### src/rtl/sdram_pkg.sv
// Shared types and constants for the SDRAM command-bus arbiter.
package sdram_pkg;

   typedef enum logic [2:0] {
      ST_IDLE  = 3'd0,
      ST_ARBIT = 3'd1,
      ST_AREF  = 3'd2,
      ST_WRITE = 3'd3,
      ST_READ  = 3'd4
   } state_t;

   typedef enum logic {
      LAST_WR = 1'b0,
      LAST_RD = 1'b1
   } rw_t;

   localparam logic [1:0] SEL_INIT = 2'd0;
   localparam logic [1:0] SEL_AREF = 2'd1;
   localparam logic [1:0] SEL_WR   = 2'd2;
   localparam logic [1:0] SEL_RD   = 2'd3;

   localparam int REF_PERIOD_DEF = 780;
   localparam int TIMEOUT_DEF    = 1023;
   localparam int CNT_W_DEF      = 10;

endpackage

### src/rtl/sdram_ref_timer.sv
// Refresh-interval timer: raises a sticky refresh request every REF_PERIOD
// cycles once initialisation is done; the refresh engine's end pulse clears it.
module sdram_ref_timer
   import sdram_pkg::*;
#(
   parameter int REF_PERIOD = REF_PERIOD_DEF,
   parameter int CNT_W      = CNT_W_DEF
) (
   input  logic sclk,
   input  logic s_rst,
   input  logic init_done,
   input  logic aref_end,
   output logic aref_pend
);

   logic [CNT_W-1:0] ref_cnt;

   always_ff @(posedge sclk) begin
      if (s_rst || !init_done) begin
         ref_cnt   <= '0;
         aref_pend <= 1'b0;
      end else if (ref_cnt == CNT_W'(REF_PERIOD - 1)) begin
         // a new interval expiring outranks a coincident end pulse
         ref_cnt   <= '0;
         aref_pend <= 1'b1;
      end else begin
         ref_cnt <= ref_cnt + CNT_W'(1);
         if (aref_end)
            aref_pend <= 1'b0;
      end
   end

endmodule

### src/rtl/sdram_arbiter.sv
// Command-bus arbiter: grants refresh, write-burst or read-burst engine one at
// a time after SDRAM init, with refresh priority, R/W alternation and a grant watchdog.
//
//   state | meaning
//   IDLE  | waiting for init_done, bus owned by init sequencer
//   ARBIT | one grant decision per cycle
//   AREF  | refresh engine owns the bus
//   WRITE | write-burst engine owns the bus
//   READ  | read-burst engine owns the bus
module sdram_arbiter
   import sdram_pkg::*;
#(
   parameter int REF_PERIOD = REF_PERIOD_DEF,
   parameter int TIMEOUT    = TIMEOUT_DEF,
   parameter int CNT_W      = CNT_W_DEF
) (
   input  logic       sclk,
   input  logic       s_rst,
   input  logic       init_done,
   input  logic       aref_end,
   input  logic       wr_req,
   input  logic       wr_end,
   input  logic       rd_req,
   input  logic       rd_end,
   output logic       aref_en,
   output logic       wr_en,
   output logic       rd_en,
   output logic       wr_break,
   output logic       rd_break,
   output logic [1:0] bus_sel,
   output logic       timeout_err
);

   state_t           state;
   rw_t              last_rw;
   logic [CNT_W-1:0] to_cnt;
   logic             aref_pend;
   logic             grant_end;
   logic             to_hit;

   sdram_ref_timer #(
      .REF_PERIOD (REF_PERIOD),
      .CNT_W      (CNT_W)
   ) u_ref_timer (
      .sclk      (sclk),
      .s_rst     (s_rst),
      .init_done (init_done),
      .aref_end  (aref_end),
      .aref_pend (aref_pend)
   );

   always_comb begin
      grant_end = 1'b0;
      case (state)
         ST_AREF:  grant_end = aref_end;
         ST_WRITE: grant_end = wr_end;
         ST_READ:  grant_end = rd_end;
         default:  grant_end = 1'b0;
      endcase
   end

   assign to_hit = (to_cnt == CNT_W'(TIMEOUT - 1));

   always_ff @(posedge sclk) begin
      if (s_rst) begin
         state       <= ST_IDLE;
         last_rw     <= LAST_RD;
         to_cnt      <= '0;
         aref_en     <= 1'b0;
         wr_en       <= 1'b0;
         rd_en       <= 1'b0;
         wr_break    <= 1'b0;
         rd_break    <= 1'b0;
         bus_sel     <= SEL_INIT;
         timeout_err <= 1'b0;
      end else if (!init_done) begin
         state    <= ST_IDLE;
         to_cnt   <= '0;
         aref_en  <= 1'b0;
         wr_en    <= 1'b0;
         rd_en    <= 1'b0;
         wr_break <= 1'b0;
         rd_break <= 1'b0;
         bus_sel  <= SEL_INIT;
      end else begin
         case (state)
            ST_IDLE: state <= ST_ARBIT;
            ST_ARBIT: begin
               to_cnt <= '0;
               if (aref_pend) begin
                  state   <= ST_AREF;
                  aref_en <= 1'b1;
                  bus_sel <= SEL_AREF;
               end else if (wr_req && (!rd_req || last_rw == LAST_RD)) begin
                  state   <= ST_WRITE;
                  wr_en   <= 1'b1;
                  bus_sel <= SEL_WR;
                  last_rw <= LAST_WR;
               end else if (rd_req) begin
                  state   <= ST_READ;
                  rd_en   <= 1'b1;
                  bus_sel <= SEL_RD;
                  last_rw <= LAST_RD;
               end
            end
            ST_AREF, ST_WRITE, ST_READ: begin
               if (grant_end || to_hit) begin
                  // an end pulse on the last allowed cycle still counts as clean
                  if (!grant_end)
                     timeout_err <= 1'b1;
                  state    <= ST_ARBIT;
                  aref_en  <= 1'b0;
                  wr_en    <= 1'b0;
                  rd_en    <= 1'b0;
                  wr_break <= 1'b0;
                  rd_break <= 1'b0;
                  bus_sel  <= SEL_INIT;
               end else begin
                  to_cnt   <= to_cnt + CNT_W'(1);
                  wr_break <= aref_pend && (state == ST_WRITE);
                  rd_break <= aref_pend && (state == ST_READ);
               end
            end
            default: state <= ST_IDLE;
         endcase
      end
   end

endmodule

### config.mk
export PLATFORM = sky130hd
export DESIGN_NAME = sdram_arbiter
export DESIGN_NICKNAME = d
export VERILOG_FILES = /design/src/rtl/sdram_pkg.sv /design/src/rtl/sdram_ref_timer.sv /design/src/rtl/sdram_arbiter.sv
export SDC_FILE = /design/constraint.sdc
export NUM_CORES = 1
export LEC_CHECK = 0
export BUFFER_PORTS_ARGS = -buffer_cell sky130_fd_sc_hd__buf_4
export CORE_MARGIN = 1
export CORE_UTILIZATION = 30
export DETAILED_ROUTE_END_ITERATION = 10
export PLACE_DENSITY = 0.43
export SETUP_SLACK_MARGIN = 0.02
export SLEW_MARGIN = 40
export SYNTH_ARGS = -nofsm -noshare
export SYNTH_HDL_FRONTEND = slang
export SYNTH_SLANG_ARGS = --single-unit
export TNS_END_PERCENT = 100
### constraint.sdc
create_clock -name sclk -period 3.9 [get_ports sclk]
set_input_delay 0.39 -clock sclk [delete_from_list [all_inputs] [get_ports sclk]]
set_output_delay 0.39 -clock sclk [all_outputs]
set_load 0.01 [all_outputs]
Yosys cells after proc, flatten, opt, wreduce, memory -nomap -nowiden:

Cells that the tools add are included.

* add/subtract/negate cells: 2
* equality and inequality tests: 14
* muxes and demuxes: 28
* bitwise operators: 3
* reductions and logical operators: 23

Operators by type and width (count)
* $add 10x1->10 const B: 2
* $eq 10x10->1 const B: 2
* $pmux 10 s2: 1
* $mux 1: 12
* $mux 3: 4
* $ne 2x2->1 const B: 6
* $reduce_and 4->1: 3
* $mux 10: 1
* $pmux 3 s3: 1
* $mux 2: 4
* $eq 3x2->1 const B: 2
* $pmux 1 s2: 3
* $reduce_and 3->1: 2
* $reduce_bool 2->1: 3
* $reduce_and 5->1: 1
* $ne 4x3->1 const B: 1
* $pmux 2 s2: 1
* $reduce_and 2->1: 2
* $reduce_or 2->1: 2
* $eq 3x1->1 const B: 1
* $eq 3x3->1 const B: 1
* $logic_and 1x1->1: 3
* $logic_not 3->1: 1
* $logic_or 1x1->1: 3
* other kinds (5): 8

* bits in registers: 33
* input port bits: 8
* output and inout port bits: 8

Longest topological paths before layout:

* depth in word-level cells: 6
* depth in mapped cells: 8

Hierarchy:

Synthesis repeated with hierarchy kept, for this count alone.

* cells, all modules: 186
* area, all modules: 1594.0 µm²

Modules (own cells, without submodules)
* sdram_arbiter: instances 1, cells each 132, area each 1096.1 µm², sequential area each 440.4 µm²
* sdram_ref_timer: instances 1, cells each 54, area each 498.0 µm², sequential area each 220.2 µm²

Worst setup path before layout:

Ideal clock, no wire load.

* path kind: register -> register
* from: register state[0]
* to: register to_cnt[5]
* arrival time: 1.531 ns
* required time: 3.784 ns
* slack: 2.252 ns
* cell stages (with the launch flop): 7
* cell sequence: dfxtp_1 -> buf_6 -> mux2i_2 -> a21oi_2 -> or4_4 -> xor2_1 -> nor2_2

* cells in the longest elaborated chain, start to end: 5
* elaborated cells between the ends (all ways): 11
* classes of those cells: eq/ne: 5; mux: 2; reduce/logical: 4

Ends and longest elaborated chain
* start: declaration: RTL line sdram_arbiter.sv:34 `state_t state;`
* start signal: assignment: RTL line sdram_arbiter.sv:66 `state <= ST_IDLE;`
* start signal: assignment: RTL line sdram_arbiter.sv:77 `state <= ST_IDLE;`
* start signal: assignment: RTL line sdram_arbiter.sv:87 `ST_IDLE: state <= ST_ARBIT;`
* $eq 3x3->1 or $eq 3x2->1 (tied branches): RTL line sdram_arbiter.sv:54, sdram_arbiter.sv:86
* $pmux 1 s3: RTL line sdram_arbiter.sv:54 `case (state)`
* $logic_or 1x1->1: RTL line sdram_arbiter.sv:107 `if (grant_end || to_hit) begin`
* $ne 2x2->1 (no source line)
* $reduce_and 2->1 (no source line)
* end signal: assignment: RTL line sdram_arbiter.sv:119 `to_cnt <= to_cnt + CNT_W'(1);`
* end: declaration: RTL line sdram_arbiter.sv:36 `logic [CNT_W-1:0] to_cnt;`

Parallel ways exist; a longest one is shown, timed or not.
A chain may end at the register's enable or synchronous reset.

Final worst setup path:

* from: register state[0]
* to: register to_cnt[3]

The elaborated chain is that of the path after synthesis.

==> results.sh <==
export IMPL_cap_viol_max_count=0
export IMPL_nFillCells=576
export IMPL_antenna_found_initial=0
export IMPL_ys_ff_latch=33
export IMPL_max_clock_freq_mhz=470
export IMPL_yosys_most_used_dff="dfxtp_1"
export IMPL_cts_buffers=5
export IMPL_path_clk_slew_ns=0.07
export IMPL_cp_start_kind="register"
export IMPL_final_layout_size_suffix_gt1_frac=0.150
export IMPL_yosysMostFrequentCell="dfxtp_1"
export IMPL_tns_ns=0
export IMPL_synth_compound_area_share=0.189
export IMPL_synthAdderAreaFrac=0.0232
export IMPL_crit_chain="mux2i_2 > a21oi_2 > nor2_1 > o2bb2ai_1 > a21o_1"
export IMPL_crit_path_max_incr_delay_ns=0.64
export IMPL_ir_worst_vdd_v=0.000169
export IMPL_grt_setup_unrepaired="false"
export IMPL_gp_congestion=0.757
export IMPL_routed_top_layer="met4"
export IMPL_yosys_area_share_simple=0.272
export IMPL_synth_top_family_by_area="simple AND/OR/NAND/NOR gates"
export IMPL_syn_to_final_growth_pct=14.7
export IMPL_core_region_area_mm2=0.00514
export IMPL_dp_hpwl_um=2820
export IMPL_insertion_delay_ns=0.28
export IMPL_drtAntennaViolNets=0
export IMPL_grt_max_degree=17
export IMPL_fin_nets=210
export IMPL_ys_seq_area_frac=0.408
export IMPL_p_per_area_mw_per_mm2=345
export IMPL_yosys_cell_types_count=53
export IMPL_crit_type="register to register"
export IMPL_worst_ep_required_time_ns=4.07
export IMPL_power_leakage_nw=0.633
export IMPL_hold_viol=0
export IMPL_async_flop_share=0
export IMPL_drcViolationCount=0
export IMPL_slowest_stage="nor2_1"
export IMPL_critical_path_arrival_ns=2.30
export IMPL_post_cts_resize_count=0
export IMPL_crit_family="simple AND/OR/NAND/NOR gates"
export IMPL_num_vias=1369
export IMPL_cts_tree="yes"
export IMPL_num_antenna_cells=0
export IMPL_overflow=0
export IMPL_ios=16
export IMPL_worstMarginPinSlew_ns=0.784
export IMPL_critPathCaptureType="register"
export IMPL_via_per_inst=5.07
export IMPL_period_share=0.545
export IMPL_p_switching_uw=157
export IMPL_drt_pass1_iterations=4
export IMPL_path_buf_inv=0
export IMPL_worstPathMaxFanout=11
export IMPL_port_buffers=15
export IMPL_synthTopCellsByArea="dfxtp_1, nor2_1, a21oi_1"
export IMPL_ctsHoldBuffers=0
export IMPL_routed_wl_um=3830
export IMPL_ys_warnings_count=0
export IMPL_die_w_um=75.4
export IMPL_synth_area_leader_cell="dfxtp_1"
export IMPL_die_y_um=75.4
export IMPL_synth_edff_count=0
export IMPL_wl_met1_um=1900
export IMPL_comb_power_share=0.074
export IMPL_p_total_uw=641
export IMPL_synth_xor_area_frac=0.0541
export IMPL_root_buffer="clkbuf_8"
export IMPL_slew_viol_final=0
export IMPL_clock_path_buffers=2
export IMPL_synth_mux_area_fraction=0.0209
export IMPL_syn_area_per_cell_um2=8.74
export IMPL_switching_share=0.245
export IMPL_grt_usage=0.151
export IMPL_status="complete, no violations"
export IMPL_min_period_ns=2.13
export IMPL_syn_num_nets=196
export IMPL_setup_viol=0
export IMPL_cts_max_level=2
export IMPL_clock_sinks=33
export IMPL_cts_setup_buffers=0
export IMPL_p_clk_frac=0.386
export IMPL_floorplan_rows=26
export IMPL_first_global_vias=1327
export IMPL_synth_top_area_share=0.408
export IMPL_drtIter0Drc=73
export IMPL_routedWlPerCell_um=14.2
export IMPL_met2WireLength_um=1790
export IMPL_yosys_top_cells_count="dfxtp_1, nor2_1, nand2_1"
export IMPL_fin_skew_ns=0.00492
export IMPL_start_util=0.315
export IMPL_hold_class="input port to register"
export IMPL_relSlewSlack=0.476
export IMPL_intPower_uw=484
export IMPL_die_area_mm2=0.00569
export IMPL_p_seq_frac=0.540
export IMPL_wl_met3_um=114
export IMPL_grt_pass1_wl_um=6240
export IMPL_postSynthCellCount=185
export IMPL_syn_cell_area_mm2=0.00162
## metrics by stage
stage          hold WS (ns)  utilization  std cells  area (µm²)  worst slack [ns]
3_3_place_gp          0.425        0.345        262        1770              1.80
4_1_cts               0.278        0.361        270        1860              1.83
5_1_grt               0.284        0.361        270        1860              1.62
3_5_place_dp          0.437        0.345        262        1770              1.81
2_1_floorplan         0.413            -        185        1620              2.25
6_report              0.294        0.361        270        1860              1.77
## flip-flops by register name, summed over array words and instances, names as in the netlist
register               count
aref_en                    1
bus_sel                    2
last_rw                    1
rd_break                   1
rd_en                      1
state                      3
timeout_err                1
to_cnt                    10
u_ref_timer.aref_pend      1
u_ref_timer.ref_cnt       10
wr_break                   1
wr_en                      1
## cells in the final DEF (no fill, tap or decap), types with 2 or more instances in the layout
cell	instances
a211oi_1	2
a21o_1	3
a21oi_1	13
a311oi_1	2
a31oi_1	5
and2_1	2
and3_1	3
buf_4	15
clkbuf_8	5
clkinv_2	2
dfxtp_1	33
ha_1	3
inv_1	2
mux2i_1	2
nand2_1	14
nand2b_1	4
nand3_1	7
nand3b_1	2
nand4_1	4
nor2_1	20
nor3_1	5
nor3b_1	2
nor4_1	3
o21ai_0	4
o21ai_1	4
o31ai_1	2
or3_1	4
xnor2_1	4
xor2_1	6
## layer usage
layer | vias to the layer above | GRT usage
met5 | - | 0
met4 | 0 | 0.0535
met3 | 2 | 0.0476
met2 | 17 | 0.236
met1 | 648 | 0.196
li1 | 702 | -
## final cells by class
cell class                 instances  area (µm²)  area share
clock buffer                       6        72.6      0.0391
clock inverter                     2        10.0     0.00539
inverter                           2        7.51     0.00405
multi-input combinational        142         905       0.488
sequential                        33         661       0.356
tap                               70        87.6      0.0472
timing repair buffer              15         113      0.0607
## power groups by stage
stage                     registers [mW]  clock network (mW)  logic, mW
after floorplan                    0.352                   0     0.0321
after global placement             0.354                   0     0.0481
after detailed placement           0.354                   0     0.0475
after CTS                          0.346               0.260     0.0474
after global routing               0.347               0.275     0.0529
final                              0.346               0.247     0.0472
## final timing paths
path	start	to	slack [ns]	cells past startpoint
min	s_rst	timeout_err	0.29	2
min reg2reg	u_ref_timer.ref_cnt[0]	u_ref_timer.ref_cnt[0]	0.45	1
max	state[0]	to_cnt[3]	1.77	5
max reg2reg	state[0]	to_cnt[3]	1.77	5
## cells by family after synthesis
logic type	count (synthesis)
AOI/OAI and AO/OA	46
xor gates and xnor gates	10
adders and majority gates	3
buffers and inverters	10
DFF	33
muxes	3
and+or+nand+nor	80
No activity file was read; power rests on OpenSTA's default activity.
